**config.mk**
```make
export PLATFORM = sky130hd
export DESIGN_NAME = t03_branch_resolve_predict
export DESIGN_NICKNAME = d
export VERILOG_FILES = /design/src/rtl/t03_branch_resolve_predict.sv
export SDC_FILE = /design/constraint.sdc
export NUM_CORES = 1
export LEC_CHECK = 0
export BUFFER_PORTS_ARGS = -buffer_cell sky130_fd_sc_hd__buf_2
export CAP_MARGIN = 15
export CORE_MARGIN = 2
export CORE_UTILIZATION = 56
export CTS_CLUSTER_DIAMETER = 80
export DETAILED_ROUTE_END_ITERATION = 8
export GPL_TIMING_DRIVEN = 0
export MAX_ROUTING_LAYER = met4
export PLACE_DENSITY = 0.84
export SYNTH_ARGS = -nofsm -noshare
export SYNTH_HDL_FRONTEND = slang
export SYNTH_SLANG_ARGS = --single-unit
```
**constraint.sdc**
```tcl
create_clock -name clk -period 4.4 [get_ports clk]
set_clock_uncertainty 0.1 [all_clocks]
set_input_delay 0 -clock clk [delete_from_list [all_inputs] [get_ports clk]]
set_output_delay 0 -clock clk [all_outputs]
set_load 0.01 [all_outputs]
```
**src/rtl/t03_branch_resolve_predict.sv**
```systemverilog
// t03_branch_resolve_predict
//
// Branch unit that resolves branch outcomes from the ALU flags and predicts
// branch direction with a PC-indexed table of saturating counters. Fetch reads
// a prediction combinationally. Execute resolves the branch, updates the
// table, and raises a registered one-cycle mispredict pulse. Saturating
// statistics count resolved branches and mispredicts.
//
// Parameters
//   ENTRIES  number of predictor entries (power of 2, >= 2)
//   CTR_W    saturating counter width (>= 1); the prediction is the counter MSB
//   PC_W     program counter width
//   STAT_W   statistics counter width
//
// Ports
//   clk, rst                   clock and synchronous active-high reset
//   en                         pipeline enable; low stalls all state
//   fetch_pc / pred_taken      fetch-side prediction lookup
//   resolve_valid, resolve_pc,
//   resolve_pred, branch_type  execute-side resolution request
//   ALU_*_flag                 ALU condition flags used to resolve
//   b_out, mispredict          registered outcome and mispredict pulse
//   branch_cnt, mispredict_cnt saturating statistics
module t03_branch_resolve_predict #(
    parameter int ENTRIES = 16,
    parameter int CTR_W   = 2,
    parameter int PC_W    = 32,
    parameter int STAT_W  = 16
) (
    input  logic              clk,
    input  logic              rst,
    input  logic              en,
    input  logic [PC_W-1:0]   fetch_pc,
    output logic              pred_taken,
    input  logic              resolve_valid,
    input  logic [PC_W-1:0]   resolve_pc,
    input  logic              resolve_pred,
    input  logic [2:0]        branch_type,
    input  logic              ALU_neg_flag,
    input  logic              ALU_zero_flag,
    input  logic              ALU_overflow_flag,
    output logic              b_out,
    output logic              mispredict,
    output logic [STAT_W-1:0] branch_cnt,
    output logic [STAT_W-1:0] mispredict_cnt
);

    localparam int IDX_W = $clog2(ENTRIES);

    // Reset value is "weakly not-taken": MSB clear, every lower bit set.
    localparam logic [CTR_W-1:0]  CTR_INIT = CTR_W'((1 << (CTR_W - 1)) - 1);
    localparam logic [CTR_W-1:0]  CTR_MAX  = '1;
    localparam logic [CTR_W-1:0]  CTR_ONE  = CTR_W'(1);
    localparam logic [STAT_W-1:0] STAT_MAX = '1;
    localparam logic [STAT_W-1:0] STAT_ONE = STAT_W'(1);

    logic [CTR_W-1:0] ctr_table [ENTRIES];

    logic [IDX_W-1:0] fetch_idx;
    logic [IDX_W-1:0] resolve_idx;
    logic [CTR_W-1:0] resolve_ctr;
    logic             taken;
    logic             fire;
    logic             is_cond;
    logic             is_branch;
    logic             mp_cond;

    // The PC bits outside the index field are intentionally ignored, so PCs
    // that share an index alias onto the same counter.
    logic unused_pc_bits;
    assign unused_pc_bits = ^{fetch_pc[PC_W-1:IDX_W+2], fetch_pc[1:0],
                              resolve_pc[PC_W-1:IDX_W+2], resolve_pc[1:0]};

    // Instructions are word aligned, so the index skips the low two PC bits.
    assign fetch_idx   = fetch_pc[IDX_W+1:2];
    assign resolve_idx = resolve_pc[IDX_W+1:2];
    assign resolve_ctr = ctr_table[resolve_idx];
    assign pred_taken  = ctr_table[fetch_idx][CTR_W-1];

    assign fire      = en & resolve_valid;
    assign is_branch = (branch_type != 3'd0);
    assign is_cond   = is_branch && (branch_type != 3'd7);
    assign mp_cond   = (taken != resolve_pred);

    // Conditional types are suppressed by signed overflow. JUMP is always
    // taken and ignores overflow. LTU/GEU share the neg flag, which the ALU
    // sets from the unsigned compare for those operations.
    always_comb begin
        taken = 1'b0;
        case (branch_type)
            3'd1:    taken = !ALU_overflow_flag &&  ALU_zero_flag;
            3'd2:    taken = !ALU_overflow_flag && !ALU_zero_flag;
            3'd3:    taken = !ALU_overflow_flag &&  ALU_neg_flag;
            3'd4:    taken = !ALU_overflow_flag && !ALU_neg_flag;
            3'd5:    taken = !ALU_overflow_flag &&  ALU_neg_flag;
            3'd6:    taken = !ALU_overflow_flag && !ALU_neg_flag;
            3'd7:    taken = 1'b1;
            default: taken = 1'b0;
        endcase
    end

    // Resolution, table training and statistics. While en is low, everything
    // holds, including the outcome and mispredict registers. A type-0
    // instruction that fetch predicted taken still reports a mispredict so
    // that the wrong path gets flushed.
    always_ff @(posedge clk) begin
        if (rst) begin
            for (int i = 0; i < ENTRIES; i++) begin
                ctr_table[i] <= CTR_INIT;
            end
            b_out          <= 1'b0;
            mispredict     <= 1'b0;
            branch_cnt     <= '0;
            mispredict_cnt <= '0;
        end else if (en) begin
            b_out      <= resolve_valid & taken;
            mispredict <= resolve_valid & mp_cond;

            if (fire && is_cond) begin
                if (taken) begin
                    if (resolve_ctr != CTR_MAX) begin
                        ctr_table[resolve_idx] <= resolve_ctr + CTR_ONE;
                    end
                end else begin
                    if (resolve_ctr != '0) begin
                        ctr_table[resolve_idx] <= resolve_ctr - CTR_ONE;
                    end
                end
            end

            if (fire && is_branch && (branch_cnt != STAT_MAX)) begin
                branch_cnt <= branch_cnt + STAT_ONE;
            end

            if (fire && mp_cond && (mispredict_cnt != STAT_MAX)) begin
                mispredict_cnt <= mispredict_cnt + STAT_ONE;
            end
        end
    end

endmodule
```
==> run_results.csv <==
group,metric,value,unit
yosys,yosys_warnings,0,
place,place_area,4030,um^2
drt,via_per_inst,6.16,
place,dpl.cell_count,500,
power_and_ir_drop,power.leakage,1.58,nW
timing,rsz0062_at_grt,"false",
finish,fin_area,4260,um^2
min_path,hold_path_depth,5,
yosys,syn_inst,372,
setup_path,cp-startpoint,"en",
timing,tns,0,ps
setup_path,reg2reg_depth,5,
place,dp_slack,1860,ps
place,numPortBuffers,51,
floorplanning,initial_core_util,58.0,%
global_route,gr-total-overflow,0,
yosys,ys_seq_area_share,44.6,%
clocking,ctsResizeCount,0,
clocking,clkSinkCount,66,
drt,drt-initial-drc-count,385,
clocking,cts-root-buf,"clkbuf_8",
setup_path,cp_data_arrival_time,2320,ps
setup_path,worstSetupPathType,"in2reg",
yosys,syn_area_per_cell,9.90,um^2
yosys,synth_top_cells_by_area,"edfxtp_1 26%, dfxtp_1 18%, mux4_2 8.0%",
setup_path,cp-end-kind,"register",
clocking,cts_inserted_buffers,9,
timing,period_needed,2360,ps
floorplanning,die_h,85.1,um
floorplanning,die_x,85.1,um
drt,post-route-drc-count,0,
yosys,synth_ff_type,"dfxtp_1",
run,cap_violations,0,
finish,n_antenna_cell,0,
global_route,grt_max_degree,11,
floorplanning,core,6350,um^2
global_route,antenna_found_initial,0,
timing,tightest_slew,879,ps
global_route,grtUsageTotal,26.9,%
drt,num_vias,3210,
finish,drive_gt1_share,23.0,%
status,status,"finished clean",
clocking,cts_setup_buffers,0,
timing,hold_viol,0,
yosys,synth_area_leader_cell,"edfxtp_1",
yosys,yosysUniqueCellTypes,51,
clocking,clockBufferDepth,2,
yosys,synth_async_sr_flop_share,0,%
power_and_ir_drop,vdd_drop_max,0.228,mV
drt,dr.pass1.iters,6,
finish,layoutNonFillerInstCount,521,
drt,drt_wl_total,8780,um
clocking,cts_tree,"built",
floorplanning,die_area,7240,um^2
timing,final_max_slew_viol_count,0,
finish,layout_common_cells,"52 x buf_2, 36 x nand2_1, 34 x nor2_1, 34 x dfxtp_1, 32 x edfxtp_1",
place,place.detailed.hpwl,6500,um
floorplanning,rows,29,
floorplanning,num_io_pins,110,
setup_path,endpoint,"ctr_table[13][1]$_SDFFCE_PN0P_",
finish,layout.nets,516,
setup_path,worst_ep_required_time,4360,ps
yosys,synth_edf_count,32,
setup_path,r2r-end,"ctr_table[15][1]$_SDFFCE_PN0P_",
setup_path,r2r_start,"ctr_table[12][1]$_SDFFCE_PN0P_",
drt,wl_per_cell,16.9,um
global_route,grt_pass1_vias,3042,
global_route,grt_pass1_wl,14600,um
timing,final-setup-viol-count,0,
clocking,ctsHtreeMaxLevel,3,
timing,setup_ws,2040,ps
timing,fmax,423,MHz
place,gp_congestion,0.969,
timing,slew_headroom,40.9,%
clocking,insertion_delay,350,ps
yosys,synthDominantCellAreaShare,26.1,%
setup_path,critPathMaxFanout,8,
setup_path,start_kind,"input port",
yosys,synth_fp_nets,449,
clocking,postCtsHoldBufs,5,
finish,area_delta_synth_final,15.8,%
timing,fin_crit_sh,53.7,%
power_and_ir_drop,powerDensity,302,nW/um^2
drt,ant_nets,0,
clocking,clk_pin_slew,70,ps
yosys,ys_ff_latch,66,
setup_path,rrSetupSlack,2040,ps
finish,final_common_cell,"buf_2",
min_path,hold_start,"ALU_zero_flag",
yosys,synth_area,3680,um^2
min_path,hold_path_class,"in2reg",
==> where the power goes <==
group / leakage (nW) / switching, mW / internal, mW / total [mW]
logic: 0.937 / 0.0891 / 0.0571 / 0.146
clock network: 0.0914 / 0.222 / 0.261 / 0.483
registers: 0.549 / 0.00536 / 0.651 / 0.656
total: 1.58 / 0.316 / 0.969 / 1.29
==> state kept, by name, summed over array words and instances (netlist names) <==
register / count
branch_cnt: 16
b_out: 1
mispredict: 1
ctr_table: 32
mispredict_cnt: 16
==> area by class of cell <==
cell class	count	area (um^2)
clock buffers	13	139
plain buffers	15	66.3
fillers	481	2090
flip-flops and latches	66	1640
inverters	9	33.8
multi-input cells	282	1940
well taps	77	96.3
repair buffers	56	305
clock inverters	3	40.0
==> worst min-delay path by stage <==
stage / slack, ps / end
final: 60 / b_out$_SDFFE_PP0P_
after detailed placement: 250 / mispredict$_SDFFE_PP0P_
after CTS: 30 / b_out$_SDFFE_PP0P_
after floorplan: 80 / b_out$_SDFFE_PP0P_
after global placement: 240 / mispredict$_SDFFE_PP0P_
after global routing: 80 / ctr_table[15][0]$_SDFFCE_PN1P_
==> through the flow <==
| stage | utilization, % | hold WS, ps | power, mW |
|---|---|---|---|
| final | 67.1 | 60.4 | 1.29 |
| after floorplan | - | 81.8 | 0.765 |
| after global placement | 63.5 | 243 | 0.805 |
| after detailed placement | 63.5 | 252 | 0.811 |
| after CTS | 67.1 | 31.7 | 1.29 |
| after global routing | 67.1 | 76.8 | 1.33 |
==> routing by layer <==
layer / track usage [%] / up-vias / part of all wire, %
met5: - / - / 0
met3: 7.49 / 15 / 9.5
met4: 10.1 / 0 / 1.7
met1: 34.4 / 1494 / 41
li1: - / 1533 / -
met2: 41.0 / 168 / 48
==> synth_stat cells, types with 3 or more instances <==
| library cell | count |
|---|---|
| nor4_1 | 3 |
| nor2_1 | 34 |
| nor2b_1 | 6 |
| clkbuf_1 | 12 |
| inv_1 | 9 |
| dfxtp_1 | 34 |
| a21o_1 | 5 |
| mux4_2 | 13 |
| or3_1 | 7 |
| or4_1 | 6 |
| nand4_1 | 10 |
| nor3_1 | 27 |
| edfxtp_1 | 32 |
| xor2_1 | 12 |
| o31ai_1 | 6 |
| or2_2 | 3 |
| a31oi_1 | 3 |
| and2_1 | 3 |
| mux2i_1 | 6 |
| o21ai_0 | 8 |
| nand2b_1 | 8 |
| nand3_1 | 17 |
| o21ba_2 | 5 |
| and4_1 | 4 |
| a31o_2 | 6 |
| and3_1 | 5 |
| nand2_1 | 36 |
| a21oi_1 | 19 |
| o21a_1 | 6 |
| o21bai_1 | 5 |
==> worst max-delay path, cell delays in order <==
cell and delay (ps):
dlygate4sd3_1 520, buf_2 150, nand2_1 80, nor4_1 590, nor2b_1 300, nand2_1 260, nor2_1 220, a21o_1 180
==> kinds of logic (layout without fill, tap and decap cells) <==
| logic type | after synthesis | after routing | synth area share [%] |
|---|---|---|---|
| xor+xnor | 13 | 13 | 3.09 |
| simple gates | 176 | 176 | 24.9 |
| flops | 66 | 66 | 44.6 |
| buf+inv | 24 | 96 | 2.72 |
| fa+ha+maj | 2 | 2 | 0.680 |
| compound gates | 71 | 71 | 14.1 |
| mux | 20 | 20 | 9.89 |
Power figures use the tool's default switching activity.
